### src/rtl/uart_tx_fifo_if.sv
// Byte handshake into uart_tx_fifo: the producer drives data/valid and the FIFO answers with ready.
interface uart_tx_fifo_if;
  logic [7:0] tx_data;
  logic       tx_valid;
  logic       tx_ready;

  modport master (output tx_data, output tx_valid, input tx_ready);
  modport slave  (input tx_data, input tx_valid, output tx_ready);
endinterface

### src/rtl/uart_tx_fifo.sv
// 8N1 UART transmitter with an elastic byte FIFO; frames go back-to-back while bytes are queued.
// Define UART_TX_CTS_EN to gate frame starts on a synchronized, active-low cts_n.
module uart_tx_fifo #(
  parameter int CLKS_PER_BIT = 434,
  parameter int DEPTH        = 16
) (
  input  logic                   clk,
  input  logic                   rst_n,
  uart_tx_fifo_if.slave          tx,
  input  logic                   cts_n,
  output logic                   UART_RXD_OUT,
  output logic                   busy,
  output logic [$clog2(DEPTH):0] fifo_count
);
  localparam int AW = $clog2(DEPTH);
  localparam int CW = AW + 1;
  localparam int BW = $clog2(CLKS_PER_BIT);
  localparam logic [BW-1:0] BAUD_LAST = BW'(CLKS_PER_BIT - 1);
  localparam logic [CW-1:0] FULL      = CW'(DEPTH);

  typedef enum logic [1:0] {S_IDLE, S_START, S_DATA, S_STOP} state_e;

  logic [7:0]    mem_q [DEPTH];
  logic [AW-1:0] wr_ptr_q, wr_ptr_d, rd_ptr_q, rd_ptr_d;
  logic [CW-1:0] count_q, count_d;
  state_e        state_q, state_d;
  logic [BW-1:0] baud_q, baud_d;
  logic [2:0]    bit_idx_q, bit_idx_d;
  logic [7:0]    shift_q, shift_d;
  logic          line_q, line_d;
  logic          push, pop, gate_open, bit_done, have_byte;

`ifdef UART_TX_CTS_EN
  logic [1:0] cts_sync_q;

  // Resetting to 1 keeps the gate closed until the host actively asserts CTS.
  always_ff @(posedge clk) begin
    if (!rst_n) cts_sync_q <= 2'b11;
    else        cts_sync_q <= {cts_sync_q[0], cts_n};
  end
  assign gate_open = ~cts_sync_q[1];
`else
  logic unused_cts_n;
  assign unused_cts_n = cts_n;
  assign gate_open    = 1'b1;
`endif

  assign tx.tx_ready = (count_q != FULL);
  assign push        = tx.tx_valid && tx.tx_ready;
  assign bit_done    = (baud_q == BAUD_LAST);
  assign have_byte   = (count_q != '0) && gate_open;

  // NOTE: every always_comb output gets a default first, so no path can infer a latch.
  always_comb begin
    state_d   = state_q;
    baud_d    = baud_q + 1'b1;
    bit_idx_d = bit_idx_q;
    shift_d   = shift_q;
    pop       = 1'b0;
    case (state_q)
      S_IDLE: begin
        baud_d = '0;
        if (have_byte) begin
          pop     = 1'b1;
          shift_d = mem_q[rd_ptr_q];
          state_d = S_START;
        end
      end
      S_START: if (bit_done) begin
        baud_d    = '0;
        bit_idx_d = '0;
        state_d   = S_DATA;
      end
      S_DATA: if (bit_done) begin
        baud_d    = '0;
        shift_d   = {1'b0, shift_q[7:1]};
        bit_idx_d = bit_idx_q + 1'b1;
        if (bit_idx_q == 3'd7) state_d = S_STOP;
      end
      S_STOP: if (bit_done) begin
        baud_d = '0;
        // Chain straight into the next start bit so queued frames leave no idle gap.
        if (have_byte) begin
          pop     = 1'b1;
          shift_d = mem_q[rd_ptr_q];
          state_d = S_START;
        end else begin
          state_d = S_IDLE;
        end
      end
      default: state_d = S_IDLE;
    endcase
  end

  // The line register follows the state one cycle later, so every bit keeps its full width.
  always_comb begin
    case (state_q)
      S_START: line_d = 1'b0;
      S_DATA:  line_d = shift_q[0];
      default: line_d = 1'b1;
    endcase
  end

  always_comb begin
    wr_ptr_d = wr_ptr_q + AW'(push);
    rd_ptr_d = rd_ptr_q + AW'(pop);
    case ({push, pop})
      2'b10:   count_d = count_q + 1'b1;
      2'b01:   count_d = count_q - 1'b1;
      default: count_d = count_q;
    endcase
  end

  // NOTE: state registers use non-blocking assignments so all flops update from pre-edge values.
  always_ff @(posedge clk) begin
    if (!rst_n) begin
      state_q   <= S_IDLE;
      baud_q    <= '0;
      bit_idx_q <= '0;
      shift_q   <= '0;
      line_q    <= 1'b1;
      wr_ptr_q  <= '0;
      rd_ptr_q  <= '0;
      count_q   <= '0;
    end else begin
      state_q   <= state_d;
      baud_q    <= baud_d;
      bit_idx_q <= bit_idx_d;
      shift_q   <= shift_d;
      line_q    <= line_d;
      wr_ptr_q  <= wr_ptr_d;
      rd_ptr_q  <= rd_ptr_d;
      count_q   <= count_d;
    end
  end

  // NOTE: storage has no reset; clearing the pointers and count already discards its contents.
  always_ff @(posedge clk) begin
    if (push) mem_q[wr_ptr_q] <= tx.tx_data;
  end

  assign UART_RXD_OUT = line_q;
  assign busy         = (state_q != S_IDLE) || (count_q != '0);
  assign fifo_count   = count_q;
endmodule
### src/flat_wrapper.sv
// flat-port wrapper written by rule: the top's interface ports become plain ports
module uart_tx_fifo_flat 
#(
  parameter int CLKS_PER_BIT = 434,
  parameter int DEPTH        = 16
)
  (clk, rst_n, cts_n, UART_RXD_OUT, busy, fifo_count, tx_tx_data, tx_tx_valid, tx_tx_ready);
  uart_tx_fifo_if tx_i ();
  input  logic clk;
  input  logic rst_n;
  input  logic cts_n;
  output logic UART_RXD_OUT;
  output logic busy;
  output logic [$clog2(DEPTH):0] fifo_count;
  input wire logic [$bits(tx_i.tx_data)-1:0] tx_tx_data;
  input wire logic [$bits(tx_i.tx_valid)-1:0] tx_tx_valid;
  output wire logic [$bits(tx_i.tx_ready)-1:0] tx_tx_ready;
  assign tx_i.tx_data = tx_tx_data;
  assign tx_i.tx_valid = tx_tx_valid;
  assign tx_tx_ready = tx_i.tx_ready;
  uart_tx_fifo #(.CLKS_PER_BIT(CLKS_PER_BIT), .DEPTH(DEPTH)) u_core (.clk(clk), .rst_n(rst_n), .tx(tx_i), .cts_n(cts_n), .UART_RXD_OUT(UART_RXD_OUT), .busy(busy), .fifo_count(fifo_count));
endmodule
### config.mk
export PLATFORM = sky130hd
export DESIGN_NAME = uart_tx_fifo_flat
export DESIGN_NICKNAME = d
export VERILOG_FILES = /design/src/rtl/uart_tx_fifo_if.sv /design/src/rtl/uart_tx_fifo.sv /design/src/flat_wrapper.sv
export SDC_FILE = /design/constraint.sdc
export NUM_CORES = 1
export LEC_CHECK = 0
export ABC_AREA = 1
export BUFFER_PORTS_ARGS = -buffer_cell sky130_fd_sc_hd__buf_2
export CAP_MARGIN = 20
export CORE_AREA = 2 2 165 167
export CTS_BUF_LIST = sky130_fd_sc_hd__clkbuf_8
export DETAILED_ROUTE_END_ITERATION = 10
export DIE_AREA = 0 0 167 169
export SYNTH_ARGS = -nofsm -noshare
export SYNTH_HDL_FRONTEND = slang
export SYNTH_SLANG_ARGS = --single-unit
### constraint.sdc
create_clock -name clk -period 2.8 [get_ports clk]
set_input_delay 0.56 -clock clk [delete_from_list [all_inputs] [get_ports clk]]
set_output_delay 0.56 -clock clk [all_outputs]
set_load 0.02 [all_outputs]
==> impl_metrics.json, run 1 <==
{
  "status": "complete, no violations",
  "reg2reg_slack_ps": 270,
  "insertion_delay_ps": 470,
  "setup_tns_ps": 0,
  "wl_per_cell_um": 13.9,
  "cts-root-buf": "clkbuf_8",
  "synth_nets": 779,
  "drt_iter0_markers": 316,
  "wl_um": 15800,
  "crit_path_top_delay_cell": "dfxtp_2",
  "port_buffers": 18,
  "drc": 0,
  "syn_area_per_cell_um2": 9.75,
  "cp-end-kind": "flop",
  "grt_overflow": 0,
  "initial_core_util": 0.275,
  "async_flop_share": 0,
  "synth.largest_area_cell": "edfxtp_1",
  "die_w_um": 167,
  "grt_max_degree": 69,
  "place_congestion": 0.764,
  "num_vias": 4968,
  "vias_per_cell": 4.37,
  "dieArea_um2": 28200,
  "core_area_um2": 26500,
  "layout.nets": 812,
  "min_from": "rst_n",
  "yosys-top-cells-count": "nand2_1, edfxtp_1, nand3_1, inv_1, nor2_1",
  "slew_headroom": 0.497,
  "syn_inst": 749,
  "netlist_area_um2": 7300,
  "p_per_area_nw_per_um2": 808,
  "htree_num_levels": 4,
  "hold_depth": 3,
  "first_global_vias": 4851,
  "syn2layout_area_growth_pct": 13.9,
  "grt_usage": 0.115,
  "grt_pass1_wl_um": 24800,
  "hold_viol": 0,
  "synthFlopType": "edfxtp_1",
  "ys_seq_elements": 164,
  "io_pins": 20,
  "critical_path_required_ps": 3190,
  "p_leak_nw": 3.43,
  "crit_family": "simple AND/OR/NAND/NOR gates",
  "yosysSeqAreaShare": 0.625,
  "postCtsHoldBufs": 0,
  "worstPathMaxFanout": 6,
  "synth_most_common_cell": "nand2_1",
  "num_antenna_cells": 0,
  "fmax_mhz": 395,
  "path_cells": "inv_1, ha_1, nand2_1, nor2_2, nand2_4, inv_2, nand2_1, a211oi_2, ha_2, xor2_2, ha_1, a21o_1, nand3_1, nand2_1, xor2_1, nand2_1, a21oi_1",
  "cts_buffer_depth": 2,
  "worst_hold_path.endpoint": "u_core.rd_ptr_q[0]",
  "cts_tree": "built",
  "rsz0062_at_grt": "no",
  "crit_path_frequent_cell": "nand2_1",
  "maxCapViolCount": 0,
  "critical_path_arrival_ps": 2930,
  "synth_cell_types": 34,
  "r2r-start": "u_core.baud_q[1]",
  "critPathLaunchType": "flop",
  "cts.sinks": 164,
  "setup_viol": 0,
  "place_hpwl_um": 9440,
  "drv_slew": 0,
  "worstSetupPathType": "reg2reg",
  "yosysTopAreaCellShare": 0.527,
  "min_path_type": "in2reg",
  "die_h_um": 169,
  "synthTopCellsByArea": "edfxtp_1, nand2_1, dfxtp_1",
  "vdd_ir_drop_max_mv": 0.528,
  "fin_util": 0.314,
  "antenna_found_initial": 0,
  "first_pass_iters": 5,
  "whs_ps": 401,
  "r2r_cells": 17,
  "drive_above_1_share": 0.122,
  "postRouteAntennaNets": 0,
  "rows": 60,
  "reg2reg_to": "u_core.fifo_count[4]",
  "cts.reportedPaths.clkPinSlew_ps": 90,
  "min_period_over_period": 0.905,
  "skew_ps": 16.5,
  "final.min_clock_period_ps": 2530,
  "cts_buffers": 17,
  "max_stage_delay_ps": 350,
  "worst-path-buf-inv": 2,
  "ys_warn_count": 0,
  "synth_edf_count": 128,
  "worstMarginPinSlew_ps": 753
}
metrics by stage:
step | power [mW] | setup WS, ps | cells | area, um2
after floorplan | 4.36 | 281 | 749 | 7300
after global placement | 4.85 | 141 | 1102 | 7840
after detailed placement | 4.88 | 127 | 1102 | 7840
after CTS | 6.73 | 84.0 | 1134 | 8270
after global routing | 7.14 | 13.6 | 1136 | 8320
final | 6.72 | 267 | 1136 | 8320
cell usage in the layout, fill, tap and decap left out, types with 3 or more instances in the layout:
cell / count
xnor2_1: 4
ha_1: 17
buf_4: 24
dfxtp_1: 34
nand3_1: 97
nor2_1: 61
o211ai_1: 3
a21oi_1: 18
edfxtp_1: 128
buf_2: 18
xor2_1: 9
clkbuf_8: 17
inv_6: 5
nand4_1: 3
inv_2: 6
o21ai_0: 10
o21ai_1: 4
inv_1: 84
bufinv_16: 3
nand2_1: 218
nor2_2: 3
worst register-to-register path, stage by stage (launching register included):
cell and delay (ps):
dfxtp_2 350, inv_1 60, ha_1 130, nand2_1 60, nor2_2 120, nand2_4 100, inv_2 80, nand2_1 60
a211oi_2 270, ha_2 270, xor2_2 160, ha_1 160, a21o_1 110, nand3_1 80, nand2_1 110, xor2_1 140
nand2_1 70, a21oi_1 110
final cells by class:
type	count	area (um2)
Tap cell	341	427
Multi-Input combinational cell	465	2260
Timing Repair Buffer	43	290
Fill cell	2706	18200
Sequential cell	164	4570
Clock buffer	17	234
Clock inverter	15	195
Inverter	91	342
state kept, by name, summed over array words and instances (netlist names):
| name | flops |
|---|---|
| u_core.mem_q | 128 |
| u_core.shift_q | 8 |
| u_core.rd_ptr_q | 4 |
| u_core.wr_ptr_q | 4 |
| u_core.state_q | 2 |
| u_core.fifo_count | 5 |
| u_core.UART_RXD_OUT | 1 |
| u_core.bit_idx_q | 3 |
| u_core.baud_q | 9 |
kinds of logic after synthesis:
logic type      count (synthesis)  synth area share
compound gates                 44            0.0369
xor+xnor                       14            0.0168
fa+ha+maj                      18            0.0309
buf+inv                       120            0.0668
flops                         164             0.625
simple gates                  389             0.223
timing repair:
| item | in CTS | in global routing |
|---|---|---|
| endpoints found under the setup margin | 0 | 1 |
| setup buffers | 0 | 1 |
| resized for setup | 0 | 5 |
where the power goes:
group	switching (mW)	total [mW]	leakage, nW	internal (mW)
sequential	0.105	2.89	1.45	2.78
clock	0.961	1.87	0.218	0.907
combinational	1.31	1.97	1.76	0.655
total	2.38	6.72	3.43	4.34
layer usage:
metal  routed length (um)  GRT usage  share of wire  up-vias
met1                 6860      0.132           0.43     2356
met3                  622     0.0262          0.039       19
met5                    0          0              0        -
li1                     -          -              -     2509
met2                 8070      0.211           0.51       84
met4                  248     0.0435          0.016        0
how the worst max path moves through the flow:
stage                           startpoint                    to  slack [ps]  cells past startpoint
after floorplan           u_core.baud_q[0]  u_core.fifo_count[4]         280                     16
after global placement    u_core.baud_q[1]  u_core.fifo_count[4]         140                     17
after detailed placement  u_core.baud_q[1]  u_core.fifo_count[4]         130                     17
after CTS                 u_core.baud_q[1]  u_core.fifo_count[4]          80                     17
after global routing      u_core.baud_q[1]  u_core.fifo_count[4]          10                     17
final                     u_core.baud_q[1]  u_core.fifo_count[4]         270                     17
Power figures use the tool's default switching activity.
==> run 2, diff against run 1 <==
CELL_PAD_IN_SITES_DETAIL_PLACEMENT = 1   (was not set)
CELL_PAD_IN_SITES_GLOBAL_PLACEMENT = 1   (was not set)
PLACE_DENSITY_LB_ADDON = 0.1   (was not set)
==> impl_metrics.json, run 2 (synthesis results as in run 1) <==
{
  "status": "complete, no violations",
  "wl_per_cell_um": 17.0,
  "final.min_clock_period_ps": 2580,
  "grt_pass1_wl_um": 30400,
  "cts.reportedPaths.clkPinSlew_ps": 90,
  "min_from": "rst_n",
  "setup_viol": 0,
  "hold_depth": 3,
  "dieArea_um2": 28200,
  "grt_usage": 0.143,
  "fin_util": 0.312,
  "worst_hold_path.endpoint": "u_core.rd_ptr_q[0]",
  "skew_ps": 18.0,
  "r2r-start": "u_core.baud_q[1]",
  "final_cells": 1142,
  "p_per_area_nw_per_um2": 793,
  "place_inst": 1108,
  "core_area_um2": 26500,
  "critical_path_arrival_ps": 2950,
  "place_hpwl_um": 12500,
  "place_congestion": 0.730,
  "antenna_found_initial": 0,
  "die_h_um": 169,
  "vias_per_cell": 4.46,
  "slew_headroom": 0.452,
  "maxCapViolCount": 0,
  "num_vias": 5096,
  "first_pass_iters": 4,
  "die_w_um": 167,
  "min_period_over_period": 0.920,
  "drv_slew": 0,
  "reg2reg_slack_ps": 220,
  "drive_above_1_share": 0.128,
  "min_path_type": "in2reg",
  "dpl_cell_area_um2": 7900,
  "cp-end-kind": "flop",
  "worstMarginPinSlew_ps": 822,
  "drc": 0,
  "vdd_ir_drop_max_mv": 0.274,
  "postRouteAntennaNets": 0,
  "fmax_mhz": 388,
  "wl_um": 19500,
  "fillCellCount": 3031,
  "rows": 60,
  "cts-root-buf": "clkbuf_8",
  "cts_buffer_depth": 2,
  "htree_num_levels": 4,
  "largest_reg_flops": 128,
  "critPathLaunchType": "flop",
  "r2r_cells": 17,
  "grt_overflow": 0,
  "hold_viol": 0,
  "layout.nets": 817,
  "insertion_delay_ps": 460,
  "port_buffers": 18,
  "cts_buffers": 17,
  "reg_top3": "u_core.mem_q x128, u_core.baud_q x9, u_core.shift_q x8",
  "grt_max_degree": 69,
  "first_global_vias": 5340,
  "worstPathMaxFanout": 5,
  "critical_path_required_ps": 3170,
  "postCtsHoldBufs": 0,
  "finalInstanceArea_um2": 8270,
  "p_leak_nw": 3.40,
  "layout_commonest_cell": "nand2_1",
  "max_flop_register": "u_core.mem_q",
  "final_cell_mix": "nand2_1, edfxtp_1, nand3_1",
  "io_pins": 20,
  "initial_core_util": 0.275,
  "drt_iter0_markers": 192,
  "reg2reg_to": "u_core.fifo_count[4]",
  "worstSetupPathType": "reg2reg",
  "power_mw": 6.55,
  "cts.sinks": 164,
  "cts_tree": "built",
  "syn2layout_area_growth_pct": 13.3
}
-- run 2: critical path, cell delays in order (launching register included) --
cell and delay (ps):
dfxtp_2 350, inv_1 60, ha_1 140, nand2_1 60
nor2_2 130, nand2_4 70, inv_2 70, nand2_1 60
a211oi_2 310, ha_2 270, xor2_2 160, ha_1 170
a21o_1 130, nand3_1 80, nand2_1 80, xor2_1 150
nand2_1 70, a21oi_1 120
-- run 2: what timing repair did --
| item | CTS | global route |
|---|---|---|
| pin swaps | 0 | 3 |
| resized for setup | 1 | 5 |
| setup buffers | 0 | 1 |
| hold endpoints to repair | 0 | 0 |
| setup endpoints to repair | 1 | 2 |
-- run 2: worst max-delay path by stage --
stage	from	endpoint	slack, ps	depth (start not counted)
finish	u_core.baud_q[1]	u_core.fifo_count[4]	220	17
global route	u_core.baud_q[1]	u_core.fifo_count[3]	-10	18
floorplan	u_core.baud_q[0]	u_core.fifo_count[4]	280	16
detailed placement	u_core.baud_q[1]	u_core.fifo_count[4]	30	17
CTS	u_core.baud_q[1]	u_core.fifo_count[4]	140	17
global placement	u_core.baud_q[1]	u_core.fifo_count[4]	140	17
-- run 2: stage by stage --
stage,setup slack (ps),TNS [ps],hold slack [ps]
final,223,0,452
after floorplan,281,0,430
after CTS,135,0,419
after detailed placement,34.2,0,459
after global placement,136,0,452
after global routing,-14.0,-25.0,444
-- run 2: cell type report --
class,count,area (um2),share of cell area
Antenna cell,1,2.50,0.000303
Clock buffer,17,234,0.0283
Clock inverter,15,108,0.0130
Inverter,91,342,0.0413
Multi-Input combinational cell,465,2260,0.274
Sequential cell,164,4570,0.552
Tap cell,341,427,0.0516
Timing Repair Buffer,48,328,0.0396
-- run 2: power by group --
group,internal [mW],switching (mW)
Clock,0.618,0.942
Sequential,2.78,0.105
Combinational,0.695,1.41
-- run 2: metal layers --
metal	up-vias	global-route usage	share of wire
li1	2515	-	-
met1	2536	0.181	0.46
met2	32	0.255	0.51
met3	13	0.0210	0.017
met4	0	0.0416	0.013
met5	-	0	0
